===== src/rtl/text_pkg.sv =====
// Shared constants for the text-mode renderer.
// Holds the screen geometry defaults, cell attribute layout and pipeline depth.
package text_pkg;

    localparam int DEF_COLS     = 80;
    localparam int DEF_ROWS     = 30;
    localparam int PIPE_LATENCY = 4;

    // Text buffer cell layout: {bg, fg, char}
    localparam int CHAR_LSB = 0;
    localparam int FG_LSB   = 8;
    localparam int BG_LSB   = 12;
    localparam int ATTR_W   = 4;

endpackage


===== src/rtl/sync_delay.sv =====
// Fixed-depth shift register that keeps de/hsync/vsync aligned with pixel data.
// Each bit resets to its own inactive level.
module sync_delay #(
    parameter int           DEPTH   = 4,
    parameter int           W       = 3,
    parameter logic [W-1:0] RST_VAL = '0
) (
    input  logic         clk,
    input  logic         rst_n,
    input  logic [W-1:0] d,
    output logic [W-1:0] q
);

    logic [W-1:0] sr [DEPTH];

    always_ff @(posedge clk or negedge rst_n) begin
        if (!rst_n) begin
            for (int i = 0; i < DEPTH; i++) begin
                sr[i] <= RST_VAL;
            end
        end else begin
            sr[0] <= d;
            for (int i = 1; i < DEPTH; i++) begin
                sr[i] <= sr[i-1];
            end
        end
    end

    assign q = sr[DEPTH-1];

endmodule


===== src/rtl/text_renderer.sv =====
// Character-cell text renderer: pixel coordinate -> buffer cell -> glyph -> palette index.
// Four-stage pipeline around an external sync text buffer and registered font ROM.
module text_renderer
    import text_pkg::*;
#(
    parameter int COLS             = DEF_COLS,
    parameter int ROWS             = DEF_ROWS,
    parameter int FONT_WIDTH       = 8,
    parameter int FONT_HEIGHT      = 16,
    parameter int BLINK_FRAMES     = 30,
    parameter int CURSOR_FIRST_ROW = 14
) (
    input  logic                           clk,
    input  logic                           rst_n,
    input  logic [9:0]                     pix_x,
    input  logic [9:0]                     pix_y,
    input  logic                           de_in,
    input  logic                           hsync_in,
    input  logic                           vsync_in,
    output logic [$clog2(COLS*ROWS)-1:0]   tbuf_addr,
    input  logic [15:0]                    tbuf_data,
    output logic [7:0]                     font_codepoint,
    output logic [$clog2(FONT_HEIGHT)-1:0] font_row,
    input  logic [FONT_WIDTH-1:0]          font_bitmap,
    input  logic                           cursor_en,
    input  logic [6:0]                     cursor_col,
    input  logic [4:0]                     cursor_row,
    output logic [3:0]                     color_out,
    output logic                           de_out,
    output logic                           hsync_out,
    output logic                           vsync_out
);

    localparam int AW    = $clog2(COLS*ROWS);
    localparam int FW_W  = $clog2(FONT_WIDTH);
    localparam int FH_W  = $clog2(FONT_HEIGHT);
    localparam int CNT_W = (BLINK_FRAMES > 1) ? $clog2(BLINK_FRAMES) : 1;

    localparam logic [9:0]       X_MAX    = 10'(COLS*FONT_WIDTH);
    localparam logic [9:0]       Y_MAX    = 10'(ROWS*FONT_HEIGHT);
    localparam logic [AW-1:0]    COLS_A   = AW'(COLS);
    localparam logic [FH_W-1:0]  CUR_ROW0 = FH_W'(CURSOR_FIRST_ROW);
    localparam logic [CNT_W-1:0] CNT_LAST = CNT_W'(BLINK_FRAMES-1);

    // Blink phase state
    logic             vs_prev;
    logic [CNT_W-1:0] frame_cnt;
    logic             blink_on;

    // Stage 1: address issued to the text buffer
    logic [9:0]      cell_x;
    logic [9:0]      cell_y;
    logic            oob_c;
    logic            hit_c;
    logic [AW-1:0]   addr_c;
    logic            s1_de;
    logic            s1_oob;
    logic            s1_hit;
    logic [FW_W-1:0] s1_subx;
    logic [FH_W-1:0] s1_row;

    // Stage 2: buffer data valid, font lookup issued
    logic            s2_de;
    logic            s2_oob;
    logic            s2_hit;
    logic [FW_W-1:0] s2_subx;
    logic [FH_W-1:0] s2_row;

    // Stage 3: font bitmap valid
    logic              s3_de;
    logic              s3_oob;
    logic              s3_swap;
    logic [FW_W-1:0]   s3_subx;
    logic [ATTR_W-1:0] s3_fg;
    logic [ATTR_W-1:0] s3_bg;

    logic              pix_bit;
    logic [ATTR_W-1:0] fg_eff;
    logic [ATTR_W-1:0] bg_eff;
    logic [2:0]        dly_q;

    always_comb begin
        cell_x = pix_x >> FW_W;
        cell_y = pix_y >> FH_W;
        oob_c  = (pix_x >= X_MAX) || (pix_y >= Y_MAX);
        addr_c = '0;
        if (!oob_c) begin
            addr_c = AW'(cell_y) * COLS_A + AW'(cell_x);
        end
        hit_c = cursor_en && blink_on &&
                (cell_x == 10'(cursor_col)) &&
                (cell_y == 10'(cursor_row));
    end

    // Blink phase advances on each vsync falling edge
    always_ff @(posedge clk or negedge rst_n) begin
        if (!rst_n) begin
            vs_prev   <= 1'b1;
            frame_cnt <= '0;
            blink_on  <= 1'b1;
        end else begin
            vs_prev <= vsync_in;
            if (vs_prev && !vsync_in) begin
                if (frame_cnt == CNT_LAST) begin
                    frame_cnt <= '0;
                    blink_on  <= ~blink_on;
                end else begin
                    frame_cnt <= frame_cnt + 1'b1;
                end
            end
        end
    end

    always_ff @(posedge clk or negedge rst_n) begin
        if (!rst_n) begin
            tbuf_addr <= '0;
            s1_de     <= 1'b0;
            s1_oob    <= 1'b0;
            s1_hit    <= 1'b0;
            s1_subx   <= '0;
            s1_row    <= '0;
            s2_de     <= 1'b0;
            s2_oob    <= 1'b0;
            s2_hit    <= 1'b0;
            s2_subx   <= '0;
            s2_row    <= '0;
            s3_de     <= 1'b0;
            s3_oob    <= 1'b0;
            s3_swap   <= 1'b0;
            s3_subx   <= '0;
            s3_fg     <= '0;
            s3_bg     <= '0;
            color_out <= '0;
        end else begin
            tbuf_addr <= addr_c;
            s1_de     <= de_in;
            s1_oob    <= oob_c;
            s1_hit    <= hit_c;
            s1_subx   <= pix_x[FW_W-1:0];
            s1_row    <= pix_y[FH_W-1:0];

            s2_de     <= s1_de;
            s2_oob    <= s1_oob;
            s2_hit    <= s1_hit;
            s2_subx   <= s1_subx;
            s2_row    <= s1_row;

            s3_de     <= s2_de;
            s3_oob    <= s2_oob;
            s3_swap   <= s2_hit && (s2_row >= CUR_ROW0);
            s3_subx   <= s2_subx;
            s3_fg     <= tbuf_data[FG_LSB +: ATTR_W];
            s3_bg     <= tbuf_data[BG_LSB +: ATTR_W];

            if (!s3_de || s3_oob) begin
                color_out <= '0;
            end else begin
                color_out <= pix_bit ? fg_eff : bg_eff;
            end
        end
    end

    assign font_codepoint = tbuf_data[CHAR_LSB +: 8];
    assign font_row       = s2_row;

    // Leftmost pixel is the MSB, so the bit index is the inverted sub-x
    always_comb begin
        pix_bit = font_bitmap[~s3_subx];
        fg_eff  = s3_swap ? s3_bg : s3_fg;
        bg_eff  = s3_swap ? s3_fg : s3_bg;
    end

    sync_delay #(
        .DEPTH   (PIPE_LATENCY),
        .W       (3),
        .RST_VAL (3'b011)
    ) u_sync_delay (
        .clk   (clk),
        .rst_n (rst_n),
        .d     ({de_in, hsync_in, vsync_in}),
        .q     (dly_q)
    );

    assign de_out    = dly_q[2];
    assign hsync_out = dly_q[1];
    assign vsync_out = dly_q[0];

endmodule


===== config.mk =====
export PLATFORM = sky130hd
export DESIGN_NAME = text_renderer
export DESIGN_NICKNAME = d
export VERILOG_FILES = /design/src/rtl/text_pkg.sv /design/src/rtl/sync_delay.sv /design/src/rtl/text_renderer.sv
export SDC_FILE = /design/constraint.sdc
export NUM_CORES = 1
export LEC_CHECK = 0
export ABC_AREA = 1
export ABC_CLOCK_PERIOD_IN_PS = 1750
export CAP_MARGIN = 10
export CORE_MARGIN = 2
export CORE_UTILIZATION = 46
export DETAILED_ROUTE_END_ITERATION = 12
export PLACE_DENSITY = 0.85
export SLEW_MARGIN = 30
export SYNTH_ARGS = -nofsm -noshare
export SYNTH_HDL_FRONTEND = slang
export SYNTH_SLANG_ARGS = --single-unit

===== constraint.sdc =====
create_clock -name clk -period 1.75 [get_ports clk]
set_input_delay 0.35 -clock clk [delete_from_list [all_inputs] [get_ports clk]]
set_output_delay 0.35 -clock clk [all_outputs]
set_load 0.03 [all_outputs]

==> impl_metrics.json, run 1 <==
{
  "max_slew_margin": 0.6658,
  "boundaryPins": 93,
  "cp_top_family": "adder cells",
  "min_path_type": "flip-flop to flip-flop",
  "worst_path_most_repeated_cell": "ha_4",
  "highest_layer": "met4",
  "wl_met3_um": 428,
  "drt_wl_total_um": 6461,
  "drive_above_1_share": 0.2145,
  "cp.required_ns": 1.98,
  "fin_util": 0.6963,
  "fin_area_um2": 4123,
  "routabilityCongestion": 0.8122,
  "antenna_found_initial": 0,
  "hpwl_um": 4599,
  "cp-end-kind": "flip-flop",
  "cts_max_path_buffers": 2,
  "n_antenna_cell": 0,
  "tightest_slew_ns": 0.5012,
  "htree_num_levels": 3,
  "multi_input_area_um2": 1065,
  "final_nets": 459,
  "grt_pass1_vias": 2213,
  "initial_core_util": 0.4746,
  "die_width_um": 82.16,
  "dieArea_um2": 6750,
  "final_max_slew_viol_count": 0,
  "fin_cells": 462,
  "worst-path-buf-inv": 2,
  "syn-num-nets": 358,
  "clk_latency_ns": 0.33,
  "ys_seq_area_frac": 0.5828,
  "placed_cells": 440,
  "fmax_mhz": 555.2,
  "synth_warnings": 0,
  "fin_skew_ns": 0.005783,
  "ff_latch_area_um2": 1638,
  "powerDensity_nw_per_um2": 913.0,
  "drc": 0,
  "wl_met1_um": 2483,
  "synth_common_cells": "dfrtp_1 (56), nand2_1 (55), inv_1 (43)",
  "via_per_inst": 4.773,
  "synth_most_common_cell": "dfrtp_1",
  "slowest_delay_ns": 0.46,
  "setup-tns-final_ns": -0.06939,
  "hold_viol": 0,
  "dr.pass1.iters": 4,
  "fin_ws_ns": -0.05122,
  "grt_pass1_wl_um": 9522,
  "cts_root_buffer": "clkbuf_8",
  "cpMaxStageDelayCell": "fa_2",
  "synth_area_leaders": "dfrtp_1 (50%), dfstp_2 (8.4%), nand2_1 (7.3%)",
  "violations": "setup timing",
  "cts_buffers": 9,
  "num_rows": 28,
  "routedWlPerCell_um": 13.98,
  "cts.sinks": 65,
  "cp_data_arrival_time_ns": 2.03,
  "ys_async_sr_fraction": 1.000,
  "drt.antenna.violating_nets": 0,
  "rsz0062_at_grt": "true",
  "vias": 2205,
  "yosysTopAreaCell": "dfrtp_1",
  "maxCapViolCount": 0,
  "power_leakage_nw": 2.019,
  "fill_cells": 419,
  "synth.avg_cell_area_um2": 10.00,
  "grt-ovfl-total": 0,
  "fin_crit_sh": 1.029,
  "synth_area_um2": 2810,
  "wl_met2_um": 3483,
  "ys.flop_type": "dfrtp_1",
  "coreArea_um2": 5921,
  "numPortBuffers": 76,
  "crit_type": "input port to flip-flop",
  "final-setup-viol-count": 2,
  "synthDominantCellAreaShare": 0.4987,
  "crit_chain": "buf_8 > ha_4 > ha_4 > inv_2 > fa_2 > nor2_4 > nand3_2 > a21oi_2 > nand3_1 > nand2_1 > nor2_1",
  "drt_iter0_drc": 88,
  "grtUsageTotal": 0.1923,
  "cts_tree": "yes",
  "crit_fanout": 4,
  "finalCriticalPeriod_ns": 1.801,
  "fp.dieH_um": 82.16,
  "postPlaceCellArea_um2": 3781,
  "ir_worst_vdd_uv": 611.0,
  "yosys.cell_types.count": 29,
  "status": "finished with violations",
  "grt_max_degree": 28,
  "yosys_register_bits": 65,
  "start_kind": "input port",
  "area_growth_pct": 46.71,
  "synth_edf_count": 0,
  "cts.reportedPaths.clkPinSlew_ns": 0.07,
  "synthCells": 281,
  "hold_ws_ns": 0.3459
}
-- kinds of logic after synthesis --
kind of cell,synth area share
AO/OA/AOI/OAI,0.05521
XOR/XNOR,0.02805
adder cells (fa/ha/maj),0.07213
buffers and inverters,0.08726
flip-flops,0.5828
multiplexers,0.01603
AND/OR/NAND/NOR,0.1585
-- where the power goes --
part	internal, W	total (W)	switching [W]
Clock	0.000653	0.00123	0.000572
Sequential	0.00165	0.00173	0.0000802
Combinational	0.000403	0.000811	0.000408
Total	0.00270	0.00376	0.00106
-- registers in the layout, indices dropped and copies added (netlist names), 4 cells and up --
| name | count |
|---|---|
| u_sync_delay.sr | 6 |
| s3_bg | 4 |
| color_out | 4 |
| font_row | 4 |
| frame_cnt | 5 |
| tbuf_addr | 12 |
| s1_row | 4 |
| s3_fg | 4 |
-- routing by layer --
| metal | track usage | vias to the layer above |
|---|---|---|
| met5 | 0 | - |
| met4 | 0.06167 | 0 |
| met3 | 0.05217 | 6 |
| met2 | 0.3748 | 80 |
| met1 | 0.1964 | 1040 |
| li1 | - | 1079 |
-- per-stage QoR --
| stage | setup slack [ns] | total power, W |
|---|---|---|
| finish | -0.05122 | 0.003764 |
| global placement | -0.7336 | 0.002447 |
| CTS | -0.05952 | 0.003743 |
| floorplan | -0.1832 | 0.002155 |
| detailed placement | -0.8242 | 0.002477 |
| global route | -0.06505 | 0.003948 |
-- cell usage in the layout, fill, tap and decap left out, types with 4 or more instances in the layout --
master,instances
ha_1,6
inv_2,4
clkdlybuf4s50_1,61
dfstp_2,9
nand3_1,17
nand2_1,54
nor2_1,21
inv_1,41
buf_4,21
xor2_1,5
dlygate4sd2_1,4
dfrtp_1,56
mux2_2,4
dlymetal6s2s_1,5
a21oi_1,10
o21ai_0,9
ha_4,6
clkbuf_8,9
buf_2,4
-- worst paths after layout --
path | from | to | slack [ns] | depth (start not counted)
max in group asynchronous | rst_n | u_sync_delay.q[0] | 0.67 | 3
setup reg to reg | u_sync_delay.sr[9] | frame_cnt[3] | 0.41 | 7
hold reg to reg | s2_de | s3_de | 0.35 | 0
setup / recovery | pix_y[7] | tbuf_addr[11] | -0.05 | 11
hold / removal | s2_de | s3_de | 0.35 | 0
min in group asynchronous | rst_n | s3_subx[0] | 0.52 | 2
-- layout make-up --
cell class / instances / share of cell area
sequential: 65 / 0.3973
multi-input combinational: 161 / 0.2583
timing repair buffer: 100 / 0.2334
inverter: 45 / 0.04097
clock buffer: 9 / 0.03005
tap: 75 / 0.02276
clock inverter: 7 / 0.01730
-- repair_timing --
action,in CTS,in global routing
hold endpoints to repair,14,0
pin swaps,12,5
buffers inserted,3,2
hold buffers,1,0
resized for setup,38,14
gates cloned,0,0
endpoints found under the setup margin,8,8
No activity file was read; power rests on OpenSTA's default activity.
==> run 2: changes to the inputs <==
--- a/config.mk
+++ b/config.mk
@@ -10,6 +10,7 @@
 export CAP_MARGIN = 10
 export CORE_MARGIN = 2
 export CORE_UTILIZATION = 46
+export CTS_CLUSTER_DIAMETER = 50
 export DETAILED_ROUTE_END_ITERATION = 12
 export PLACE_DENSITY = 0.85
 export SLEW_MARGIN = 30
==> results of run 2 <==
The final DEF is identical to that of run 1; final timing and power are the same.
==> run 3: changes to the inputs <==
--- a/config.mk
+++ b/config.mk
@@ -8,12 +8,15 @@
 export ABC_AREA = 1
 export ABC_CLOCK_PERIOD_IN_PS = 1750
 export CAP_MARGIN = 10
+export CELL_PAD_IN_SITES_DETAIL_PLACEMENT = 1
+export CELL_PAD_IN_SITES_GLOBAL_PLACEMENT = 1
 export CORE_MARGIN = 2
-export CORE_UTILIZATION = 46
+export CORE_UTILIZATION = 34
 export CTS_CLUSTER_DIAMETER = 50
 export DETAILED_ROUTE_END_ITERATION = 12
-export PLACE_DENSITY = 0.85
+export PLACE_DENSITY = 0.84
 export SLEW_MARGIN = 30
 export SYNTH_ARGS = -nofsm -noshare
 export SYNTH_HDL_FRONTEND = slang
 export SYNTH_SLANG_ARGS = --single-unit
+export TNS_END_PERCENT = 20
==> impl_metrics.json, run 3 (synthesis gave the netlist of run 1 again) <==
{
  "final_common_cell": "clkdlybuf4s50_1",
  "coreArea_um2": 8093,
  "cts.reportedPaths.clkPinSlew_ns": 0.08,
  "cp_data_arrival_time_ns": 2.09,
  "drc": 0,
  "total_power_w": 0.003819,
  "initial_core_util": 0.3472,
  "htree_num_levels": 3,
  "cpMaxStageDelayCell": "fa_2",
  "final-setup-viol-count": 3,
  "worst-path-buf-inv": 2,
  "area_growth_pct": 48.22,
  "grtUsageMet3": 0.02235,
  "dieArea_um2": 9009,
  "fin_ws_ns": -0.1155,
  "fp.dieH_um": 94.92,
  "max_slew_margin": 0.7602,
  "grt_util_met2": 0.3138,
  "hold_viol": 0,
  "ir_worst_vdd_uv": 359.3,
  "die_width_um": 94.92,
  "boundaryPins": 93,
  "via_per_inst": 4.566,
  "multi_input_area_um2": 1090,
  "placed_cells": 470,
  "status": "finished with violations",
  "finalCriticalPeriod_ns": 1.865,
  "maxCapViolCount": 0,
  "grt_max_degree": 66,
  "antenna_found_initial": 0,
  "fin_util": 0.5147,
  "grt.busiest_layer": "met2",
  "use_met1": 0.1647,
  "drt_wl_total_um": 7293,
  "fin_cells": 491,
  "grt_pass1_wl_um": 11010,
  "drt_iter0_drc": 62,
  "routabilityCongestion": 0.8721,
  "powerDensity_nw_per_um2": 916.8,
  "ff_latch_area_um2": 1638,
  "r2r_slack_ns": 0.29,
  "cp.required_ns": 1.98,
  "cts_buffers": 9,
  "largest_reg_flops": 12,
  "tightest_slew_ns": 0.3586,
  "fill_cells": 919,
  "clk_latency_ns": 0.33,
  "num_rows": 33,
  "fin_crit_sh": 1.066,
  "fmax_mhz": 536.1,
  "power_leakage_nw": 2.017,
  "rsz0062_at_grt": "true",
  "routedWlPerCell_um": 14.85,
  "worst_path_most_repeated_cell": "ha_4",
  "cts.sinks": 65,
  "drive_above_1_share": 0.2124,
  "cts_hold_buf": 0,
  "cp_top_family": "adder cells",
  "min_path_type": "input port to asynchronous set/reset pin",
  "largest-register": "tbuf_addr",
  "start_kind": "input port",
  "grt_pass1_vias": 2452,
  "final_max_slew_viol_count": 0,
  "cts_tree": "yes",
  "n_antenna_cell": 0,
  "grtUsageTotal": 0.1618,
  "hpwl_um": 5195,
  "crit_type": "input port to flip-flop",
  "slowest_delay_ns": 0.49,
  "vias": 2242,
  "cts_max_path_buffers": 2,
  "final_nets": 458,
  "drt.antenna.violating_nets": 0,
  "crit_fanout": 4,
  "dr.pass1.iters": 4,
  "setup-tns-final_ns": -0.2629,
  "cp-end-kind": "flip-flop",
  "largestRegisters": "tbuf_addr: 12 flops, u_sync_delay.sr: 6 flops, frame_cnt: 5 flops",
  "cts_root_buffer": "clkbuf_8",
  "final_cell_mix": "clkdlybuf4s50_1 (62), dfrtp_1 (56), nand2_1 (53)",
  "fin_skew_ns": 0.01205,
  "violations": "setup timing",
  "crit_chain": "buf_8 > ha_4 > ha_4 > inv_2 > fa_2 > nor2_4 > nand3_4 > a21oi_4 > nand3_2 > nand2_1 > nor2_1",
  "grt-ovfl-total": 0,
  "numPortBuffers": 76
}
run 3: path summary, 6_finish.rpt:
| path | cells after the start | start | endpoint |
|---|---|---|---|
| setup / recovery | 11 | pix_y[7] | tbuf_addr[11] |
| setup reg to reg | 7 | u_sync_delay.sr[9] | frame_cnt[4] |
| min in group clk | 0 | s1_oob | s2_oob |
| hold reg to reg | 0 | s1_oob | s2_oob |
| max in group asynchronous | 2 | rst_n | u_sync_delay.sr[10] |
| hold / removal | 2 | rst_n | s3_subx[0] |
run 3: area by class of cell:
cell class / instances / share of cell area
Timing Repair Buffer: 99 / 0.2259
Tap cell: 105 / 0.03154
Clock inverter: 5 / 0.01322
Sequential cell: 65 / 0.3932
Clock buffer: 11 / 0.03394
Inverter: 45 / 0.04055
Multi-Input combinational cell: 161 / 0.2616
run 3: metrics by stage:
step,hold slack (ns),setup slack (ns),cell area [um^2]
2_1_floorplan,0.05441,-0.1847,2840
3_3_place_gp,0.3317,-0.7434,3799
3_5_place_dp,0.3356,-0.8478,3799
4_1_cts,0.02689,-0.07585,4066
5_1_grt,0.03448,-0.1620,4165
6_report,0.02814,-0.1155,4165
run 3: report_power, final:
group	switching (W)	internal, W	total [W]
Clock	0.000546	0.000692	0.00124
Sequential	0.0000819	0.00165	0.00173
Combinational	0.000442	0.000409	0.000850
Total	0.00107	0.00275	0.00382
run 3: repair_timing:
| action | CTS | global route |
|---|---|---|
| setup buffers | 3 | 2 |
| endpoints found under the setup margin | 7 | 8 |
| pin swaps | 12 | 8 |
| gates resized for setup | 32 | 21 |
run 3: worst register-to-register path: stages (launching register included):
cell and delay, ns:
dfstp_2 0.54, inv_1 0.04, nor2_1 0.15, inv_1 0.10, nor2_1 0.23, inv_1 0.10
o21ai_0 0.10, a21oi_1 0.08
run 3: metal layers:
layer,share of wire,up-vias
li1,-,1072
met1,0.37,1092
met2,0.57,64
met3,0.038,14
met4,0.024,0
met5,0,-
